<file path="config.mk">
export PLATFORM = sky130hd
export DESIGN_NAME = alu_acc_seq
export DESIGN_NICKNAME = d
export VERILOG_FILES = /design/src/rtl/alu_pkg.sv /design/src/rtl/addsub_n.sv /design/src/rtl/alu_acc_seq.sv
export SDC_FILE = /design/constraint.sdc
export NUM_CORES = 1
export LEC_CHECK = 0
export CORE_AREA = 2 2 136 138
export DETAILED_ROUTE_END_ITERATION = 8
export DIE_AREA = 0 0 138 140
export GPL_TIMING_DRIVEN = 0
export PLACE_DENSITY = 0.63
export SLEW_MARGIN = 25
export SYNTH_ARGS = -nofsm -noshare
export SYNTH_HDL_FRONTEND = slang
export SYNTH_SLANG_ARGS = --single-unit
</file>
<file path="constraint.sdc">
create_clock -name clk -period 5.36 [get_ports clk]
set_input_delay 1.072 -clock clk [delete_from_list [all_inputs] [get_ports clk]]
set_output_delay 1.072 -clock clk [all_outputs]
set_load 0.01 [all_outputs]
</file>
<file path="src/rtl/alu_pkg.sv">
`default_nettype none
// ============================================================================
// Module   : alu_pkg
// Purpose  : Shared op codes, FSM state encodings and default datapath width
//            for the sequential accumulator ALU.
// Revision : 1.0  initial release
// ============================================================================
package alu_pkg;

  localparam int DEFAULT_WIDTH = 16;

  localparam logic [2:0] OP_ADD = 3'b000;
  localparam logic [2:0] OP_SUB = 3'b001;
  localparam logic [2:0] OP_XOR = 3'b010;
  localparam logic [2:0] OP_AND = 3'b011;
  localparam logic [2:0] OP_OR  = 3'b100;
  localparam logic [2:0] OP_MUL = 3'b101;
  localparam logic [2:0] OP_ACC = 3'b110;
  localparam logic [2:0] OP_CLR = 3'b111;

  typedef enum logic [1:0] {
    ST_IDLE = 2'd0,
    ST_EXEC = 2'd1,
    ST_MUL  = 2'd2
  } state_t;

endpackage
`default_nettype wire

</file>
<file path="src/rtl/addsub_n.sv">
`default_nettype none
// ============================================================================
// Module   : addsub_n
// Purpose  : Combinational WIDTH-bit adder/subtractor with carry-in.
//            sub=1 inverts b, so a-b is obtained with sub=1, cin=1.
// Revision : 1.0  initial release
// ============================================================================
module addsub_n #(
  parameter int WIDTH = 16
) (
  input  logic [WIDTH-1:0] a,
  input  logic [WIDTH-1:0] b,
  input  logic             sub,
  input  logic             cin,
  output logic [WIDTH-1:0] sum,
  output logic             cout,
  output logic             ovf
);

  logic [WIDTH-1:0] b_eff;

  assign b_eff       = sub ? ~b : b;
  assign {cout, sum} = {1'b0, a} + {1'b0, b_eff} + {{WIDTH{1'b0}}, cin};
  // Signed overflow: both addends share a sign that the sum does not.
  assign ovf         = (a[WIDTH-1] == b_eff[WIDTH-1]) && (sum[WIDTH-1] != a[WIDTH-1]);

endmodule
`default_nettype wire

</file>
<file path="src/rtl/alu_acc_seq.sv">
`default_nettype none
// ============================================================================
// Module   : alu_acc_seq
// Purpose  : Sequential ALU with output accumulator and status flags.
//            Single-cycle ops run in EXEC; MUL is a WIDTH-cycle shift-add
//            using the same adder as the arithmetic ops.
// Revision : 1.0  initial release
// ============================================================================
module alu_acc_seq
  import alu_pkg::*;
#(
  parameter int WIDTH = DEFAULT_WIDTH
) (
  input  logic             clk,
  input  logic             rst,
  input  logic [WIDTH-1:0] a,
  input  logic [WIDTH-1:0] b,
  input  logic [2:0]       op,
  input  logic             start,
  output logic             busy,
  output logic             done,
  output logic [WIDTH-1:0] out,
  output logic             zero,
  output logic             negative,
  output logic             carry,
  output logic             overflow
);

  localparam int CNT_W = $clog2(WIDTH) + 1;

  state_t             state;
  logic [WIDTH-1:0]   a_q;
  logic [WIDTH-1:0]   b_q;
  logic [2:0]         op_q;
  logic [CNT_W-1:0]   cnt;
  // Upper half accumulates; lower half holds the not-yet-consumed multiplier
  // bits, shifted right one place per cycle.
  logic [2*WIDTH-1:0] prod;

  logic [WIDTH-1:0]   add_a;
  logic [WIDTH-1:0]   add_b;
  logic               add_sub;
  logic               add_cin;
  logic [WIDTH-1:0]   add_sum;
  logic               add_cout;
  logic               add_ovf;

  logic [2*WIDTH-1:0] prod_next;
  logic [WIDTH-1:0]   res;
  logic               res_c;
  logic               res_v;
  logic               mul_last;

  // Steer the shared adder: partial-product step in MUL, else the latched op.
  always_comb begin
    add_a   = a_q;
    add_b   = b_q;
    add_sub = 1'b0;
    add_cin = 1'b0;
    if (state == ST_MUL) begin
      add_a = prod[2*WIDTH-1:WIDTH];
      add_b = prod[0] ? a_q : '0;
    end else begin
      case (op_q)
        OP_SUB: begin
          add_sub = 1'b1;
          add_cin = 1'b1;
        end
        OP_ACC:  add_a = out;
        default: ;
      endcase
    end
  end

  addsub_n #(.WIDTH(WIDTH)) u_addsub (
    .a    (add_a),
    .b    (add_b),
    .sub  (add_sub),
    .cin  (add_cin),
    .sum  (add_sum),
    .cout (add_cout),
    .ovf  (add_ovf)
  );

  assign prod_next = {add_cout, add_sum, prod[WIDTH-1:1]};
  assign mul_last  = (cnt == CNT_W'(WIDTH - 1));

  // Result and carry/overflow selection for the value about to be written.
  always_comb begin
    res   = '0;
    res_c = 1'b0;
    res_v = 1'b0;
    case (op_q)
      OP_ADD, OP_SUB, OP_ACC: begin
        res   = add_sum;
        res_c = add_cout;
        res_v = add_ovf;
      end
      OP_XOR: res = a_q ^ b_q;
      OP_AND: res = a_q & b_q;
      OP_OR:  res = a_q | b_q;
      OP_MUL: begin
        res   = prod_next[WIDTH-1:0];
        res_c = |prod_next[2*WIDTH-1:WIDTH];
      end
      default: res = '0;
    endcase
  end

  // Control FSM, operand latches, multiply datapath and result/flag registers.
  always_ff @(posedge clk) begin
    if (rst) begin
      state    <= ST_IDLE;
      a_q      <= '0;
      b_q      <= '0;
      op_q     <= OP_ADD;
      cnt      <= '0;
      prod     <= '0;
      busy     <= 1'b0;
      done     <= 1'b0;
      out      <= '0;
      zero     <= 1'b0;
      negative <= 1'b0;
      carry    <= 1'b0;
      overflow <= 1'b0;
    end else begin
      done <= 1'b0;
      case (state)
        ST_IDLE: begin
          if (start) begin
            a_q   <= a;
            b_q   <= b;
            op_q  <= op;
            cnt   <= '0;
            prod  <= {{WIDTH{1'b0}}, b};
            busy  <= 1'b1;
            state <= (op == OP_MUL) ? ST_MUL : ST_EXEC;
          end
        end
        ST_EXEC: begin
          out      <= res;
          zero     <= (res == '0);
          negative <= res[WIDTH-1];
          carry    <= res_c;
          overflow <= res_v;
          busy     <= 1'b0;
          done     <= 1'b1;
          state    <= ST_IDLE;
        end
        ST_MUL: begin
          prod <= prod_next;
          cnt  <= cnt + CNT_W'(1);
          if (mul_last) begin
            out      <= res;
            zero     <= (res == '0);
            negative <= res[WIDTH-1];
            carry    <= res_c;
            overflow <= res_v;
            busy     <= 1'b0;
            done     <= 1'b1;
            state    <= ST_IDLE;
          end
        end
        default: state <= ST_IDLE;
      endcase
    end
  end

endmodule
`default_nettype wire

</file>
== Yosys cells after proc, flatten, opt, wreduce, memory -nomap -nowiden ==
Cells that the tools add are included.
Operators by class
  $add $sub $neg: 3
  equality and inequality tests: 14
  muxes and demuxes: 33
  bitwise logic cells: 4
  reduce and logical (&&, ||, !) cells: 14
Operator list (count)
  $mux W16: 6
  $pmux W16 S5: 1
  $pmux W32 S2: 1
  $mux W32: 1
  $pmux W16 S2: 1
  $add A16 B16 Y17: 1
  $add A17 B1 Y17: 1
  $and A16 B16 Y16: 1
  $logic_not A16 Y1: 1
  $not A16 Y16: 1
  $or A16 B16 Y16: 1
  $reduce_or A16 Y1: 1
  $xor A16 B16 Y16: 1
  $eq A3 B3 Y1 const B: 4
  $pmux W1 S2: 6
  $mux W1: 10
  $pmux W5 S2: 1
  $reduce_and A2 Y1: 4
  $eq A3 B2 Y1 const B: 2
  $mux W2: 3
  $add A5 B1 Y5 const B: 1
  $eq A5 B4 Y1 const B: 1
  $mux W5: 1
  $ne A2 B2 Y1 const B: 2
  other kinds (14): 15
Storage, ports and cells
  bits in registers: 96
  input bits: 38
  output and inout port bits: 22
  logic and storage cells: 81

== Longest topological paths before layout ==
  depth after elaboration: 11
  depth in mapped cells: 17
  gate-level depth less buffers: 15

== By module ==
Synthesis repeated with hierarchy kept, for this count alone.
Second synthesis, totals
  cell total of the unflattened synthesis: 838
  area, all modules: 6601.3 um^2
By module, submodules not included
  alu_acc_seq: times used 1, cells each 715, area an instance 5655.4 um^2, seq. area each 1901.8 um^2
  addsub_n: times used 1, cells each 123, area an instance 945.9 um^2, seq. area each 0.0 um^2

== Worst setup path after synthesis ==
No wires, ideal clock.
  kind: flip-flop to flip-flop
  start: reg state[0]
  end: reg carry
  setup time: 123 ps
  data arrival time: 4387 ps
  data required time: 5237 ps
  slack: 849 ps
  cell stages (with the launch flop): 16
  buffers on the path: 3
  period minus slack after synthesis: 4511 ps
  cell sequence: dfxtp_1 > inv_1 > ha_1 > clkbuf_1 > buf_1 > clkbuf_1 > o21ai_0 > fa_1 > a211oi_2 > o21ba_2 > nor2_1 > or4_1 > or4_1 > or4_1 > nor4_1 > o21ai_1
On the way
  word-level cells in the longest chain between the ends: 10
  elaborated cells on any way between the ends: 16
  those cells by class: add/sub: 2; eq/ne: 3; mux: 7; bitwise: 1; reduce/logical: 3
RTL lines
  from (decl): RTL line alu_acc_seq.sv:31  | state_t state;
  from (signal assigned): RTL line alu_acc_seq.sv:137  | state <= (op == OP_MUL) ? ST_MUL : ST_EXEC;
  $eq A2 B2 Y1: RTL line alu_acc_seq.sv:60, alu_acc_seq.sv:128
  $mux W16: RTL line alu_acc_seq.sv:60  | if (state == ST_MUL) begin
  $not A16 Y16: RTL line addsub_n.sv:22  | assign b_eff = sub ? ~b : b;
  $mux W16: RTL line addsub_n.sv:22
  $add A16 B16 Y17: RTL line addsub_n.sv:23  | assign {cout, sum} = {1'b0, a} + {1'b0, b_eff} + {{WIDTH{1'b0}}, cin};
  $add A17 B1 Y17: RTL line addsub_n.sv:23
  $reduce_or A16 Y1: RTL line alu_acc_seq.sv:104  | res_c = |prod_next[2*WIDTH-1:WIDTH];
  $pmux W1 S2: RTL line alu_acc_seq.sv:93  | case (op_q)
  $mux W1: RTL line alu_acc_seq.sv:153  | if (mul_last) begin
  $pmux W1 S2: RTL line alu_acc_seq.sv:128  | case (state)
  to (signal assigned): RTL line alu_acc_seq.sv:144  | carry <= res_c;
  to (signal assigned): RTL line alu_acc_seq.sv:157  | carry <= res_c;
  to (decl): RTL line alu_acc_seq.sv:25  | output logic carry,
Several ways; a longest one is shown, not always the timed one. The select of a mux whose other input is x is not followed.
A chain may end at the register's enable or synchronous reset.

== Final worst setup path ==
  start: reg op_q[1]
  end: reg carry
On the way
  word-level cells in the longest chain between the ends: 10
  elaborated cells on any way between the ends: 16
  those cells by class: add/sub: 2; eq/ne: 3; mux: 8; reduce/logical: 3
RTL lines
  from (decl): RTL line alu_acc_seq.sv:34  | logic [2:0] op_q;
  from (signal assigned): RTL line alu_acc_seq.sv:133  | op_q <= op;
  $eq A3 B1 Y1: RTL line alu_acc_seq.sv:64, alu_acc_seq.sv:93
  $mux W1: RTL line alu_acc_seq.sv:64  | case (op_q)
  $mux W1: RTL line alu_acc_seq.sv:60
  $mux W16: RTL line addsub_n.sv:22
  $add A16 B16 Y17: RTL line addsub_n.sv:23
  $add A17 B1 Y17: RTL line addsub_n.sv:23
  $reduce_or A16 Y1: RTL line alu_acc_seq.sv:104
  $pmux W1 S2 *: RTL line alu_acc_seq.sv:93
  $mux W1: RTL line alu_acc_seq.sv:153
  $pmux W1 S2 *: RTL line alu_acc_seq.sv:128
Mark *: on every way between the ends. The rest lies on a longest branch, timed or not. The select of a mux whose other input is x is not followed.

==> results.yml <==
logic_synthesis:
  synth-warning-count: 0
  cell_with_the_most_instances_after_synthesis: "nand2_1"
  synth_edf_count: 0
  post_synth.cell_area_avg_sq_um: 7.665
  ys_ff_latch: 95
  synth.yosys.seq_area_share_pct: 29.19
  yosysTopAreaCell: "dfxtp_1"
  async_flop_share_pct: 0
  synth.cells.most_frequent: "120 x nand2_1, 95 x dfxtp_1, 84 x nor2_1"
  synth_fp_nets: 943
  mappedNetlistArea_sq_um: 6515
  synth_top_area_share_pct: 29.19
  yosys_most_used_dff: "dfxtp_1"
  synth_area_leaders: "dfxtp_1 29%, ha_1 10%, nand2_1 6.9%"
  post_synth_inst_count: 850
  ys_types: 64
placement:
  finalWeightedCongestion: 0.9626
  numPlacedInstances: 1138
  dpl_cell_area_sq_um: 7396
  place.detailed.hpwl_mm: 17.01
  io_buffers: 59
setup_path:
  critical_path_required_ps: 5590
  setup.worst_path.class: "flip-flop to flip-flop"
  critPathArrivalTime_ps: 5380
  worst-path-max-fanout: 10
  worstSetupStartpointType: "flip-flop"
  endpoint_kind: "flip-flop"
finish:
  final.fill_count: 1870
  final_net_count: 1012
  finish.utilization_pct: 43.27
  drive_above_1_share_pct: 4.004
  finish.cell_count_without_fillers: 1153
  num_antenna_cells: 0
  area_growth_from_synthesis_to_final_layout_pct: 18.09
  finalInstanceArea_sq_um: 7694
sta:
  finalHoldViolCount: 0
  final.setup_skew_ps: 10.87
  grt_setup_unrepaired: "no"
  final-setup-viol-count: 0
  timing.slew.headroom_pct: 43.80
  max_clock_freq_ghz: 0.1943
  fin_crit_ps: 5147
  final_max_slew_viol_count: 0
  tightestPinTransition_ps: 826.6
  layout_worst_path_cycle_share_pct: 96.03
  total_negative_setup_slacks_ps: 0
floorplan:
  dieArea_sq_um: 19320
  io_pins: 60
  start_util_pct: 36.64
  placementRows: 49
  design.core.area_sq_um: 17780
  floorplan_die_height_um: 140
  die_width_um: 138
power_and_ir_drop:
  post-layout-total-power_mw: 2.029
  static-leakage-power_nw: 3.057
  pwr_density_cell_nw_per_um2: 263.7
  power.ir.vdd_worst_uv: 180.3
drt:
  detail_route.first_pass.iterations: 5
  drt-initial-drc-count: 627
  via_density: 5.513
  final_antenna_net_count: 0
  num_vias: 6356
  totalWireLength_mm: 21.77
  post_drt_wl_per_cell_um: 18.88
  drc_errors: 0
clock_network:
  clkTransAtPathRegs_ps: 70
  cts_hold_repair_buffers: 0
  cts_htree_levels: 3
  cts.root.buffer_cell: "clkbuf_16"
  clock_insertion_delay_at_the_later_pin_of_the_skew_report_ps: 360
  cts_tree: "yes"
  max-clock-path-buffers: 2
  post-cts-setup-buffer-count: 0
  clock_sinks: 95
  cts_inserted_buffers: 9
  postCtsResizedCells: 3
global_route:
  first_pass_grt_wire_length_mm: 34.11
  grt_overflow: 0
  globalRouteTotalUtil_pct: 22.41
  grt_max_degree: 16
  grt_pass1_vias: 5979
  grt_antenna_before_repair: 0
outcome:
  run_status: "finished clean"
hold_path:
  tightest_hold_check_type: "flip-flop to flip-flop"
flow_run:
  count_of_max_cap_constraint_violations: 0
## final cells by class
class | instances | area [sq um] | share of cell area, %
Multi-Input combinational cell | 649 | 4198 | 54.56
Buffer | 57 | 242.7 | 3.155
Clock inverter | 4 | 27.53 | 0.3578
Inverter | 48 | 180.2 | 2.342
Clock buffer | 12 | 266.5 | 3.464
Tap cell | 229 | 286.5 | 3.724
Timing Repair Buffer | 59 | 590.6 | 7.676
Sequential cell | 95 | 1902 | 24.72
## path summary, 6_finish.rpt
path / depth (start not counted) / from / end / slack (ps)
min: 2 / overflow / overflow / 460
max reg2reg: 15 / op_q[1] / carry / 210
min reg2reg: 2 / overflow / overflow / 460
max: 15 / op_q[1] / carry / 210
## state kept, by name, indices dropped and copies added, names as in the netlist, 2 cells and up
register,flops
a_q,16
b_q,16
cnt,5
op_q,3
out,16
prod,32
state,2
## layout by cell type, fill, tap and decap left out, types with 5 or more instances in the layout
| cell | n |
|---|---|
| clkbuf_2 | 6 |
| a21oi_1 | 75 |
| o21ai_0 | 47 |
| ha_1 | 54 |
| clkdlybuf4s50_1 | 59 |
| clkbuf_1 | 41 |
| o22ai_1 | 6 |
| a221oi_1 | 7 |
| clkbuf_16 | 9 |
| nor2b_1 | 5 |
| a22oi_1 | 19 |
| a21o_1 | 8 |
| nand2_1 | 120 |
| nand2b_1 | 11 |
| nand3_1 | 24 |
| xor2_1 | 19 |
| nor3_1 | 7 |
| dfxtp_1 | 95 |
| a211oi_1 | 33 |
| o211ai_1 | 6 |
| mux2i_1 | 42 |
| xnor2_1 | 8 |
| inv_1 | 47 |
| nand3b_1 | 6 |
| nor2_1 | 84 |
## cell families (layout without fill, tap and decap cells)
| family | count (synthesis) | count (layout) | synth area share [%] |
|---|---|---|---|
| fa+ha+maj | 55 | 55 | 10.68 |
| flops | 95 | 95 | 29.19 |
| simple gates | 278 | 278 | 18.63 |
| mux | 44 | 44 | 6.779 |
| buf+inv | 106 | 180 | 6.433 |
| xor+xnor | 27 | 27 | 3.630 |
| compound gates | 245 | 245 | 24.66 |
## layer usage
layer	up-vias	track usage (%)	share of wire (%)
li1	3147	-	-
met1	2915	30.62	46
met2	253	35.44	45
met3	41	4.068	6.7
met4	0	8.217	2.8
met5	-	0	0
## where the power goes
group | switching [mW] | total (mW) | internal [mW]
Sequential | 0.0467 | 0.795 | 0.749
Clock | 0.293 | 0.647 | 0.354
Combinational | 0.364 | 0.587 | 0.223
Total | 0.703 | 2.03 | 1.33
## stage by stage
stage	worst slack, ps	hold WS [ps]
6_report	212.9	459.1
5_1_grt	36.15	492.8
3_3_place_gp	-197.2	451.4
2_1_floorplan	849.3	432.2
3_5_place_dp	-310.3	451.2
4_1_cts	13.77	461.5
## critical path, cell delays in order, from the launching register on
cell and delay (ps):
dfxtp_1 300, buf_4 160, nand3b_1 130, buf_1 560, clkbuf_2 490, mux2i_1 220
o21ai_0 160, fa_1 550, a211oi_2 390, o21ba_2 210, nor2_1 60, or4_1 460
or4_1 430, or4_1 420, nor4_1 360, o21ai_1 120
Power figures use the tool's default switching activity.
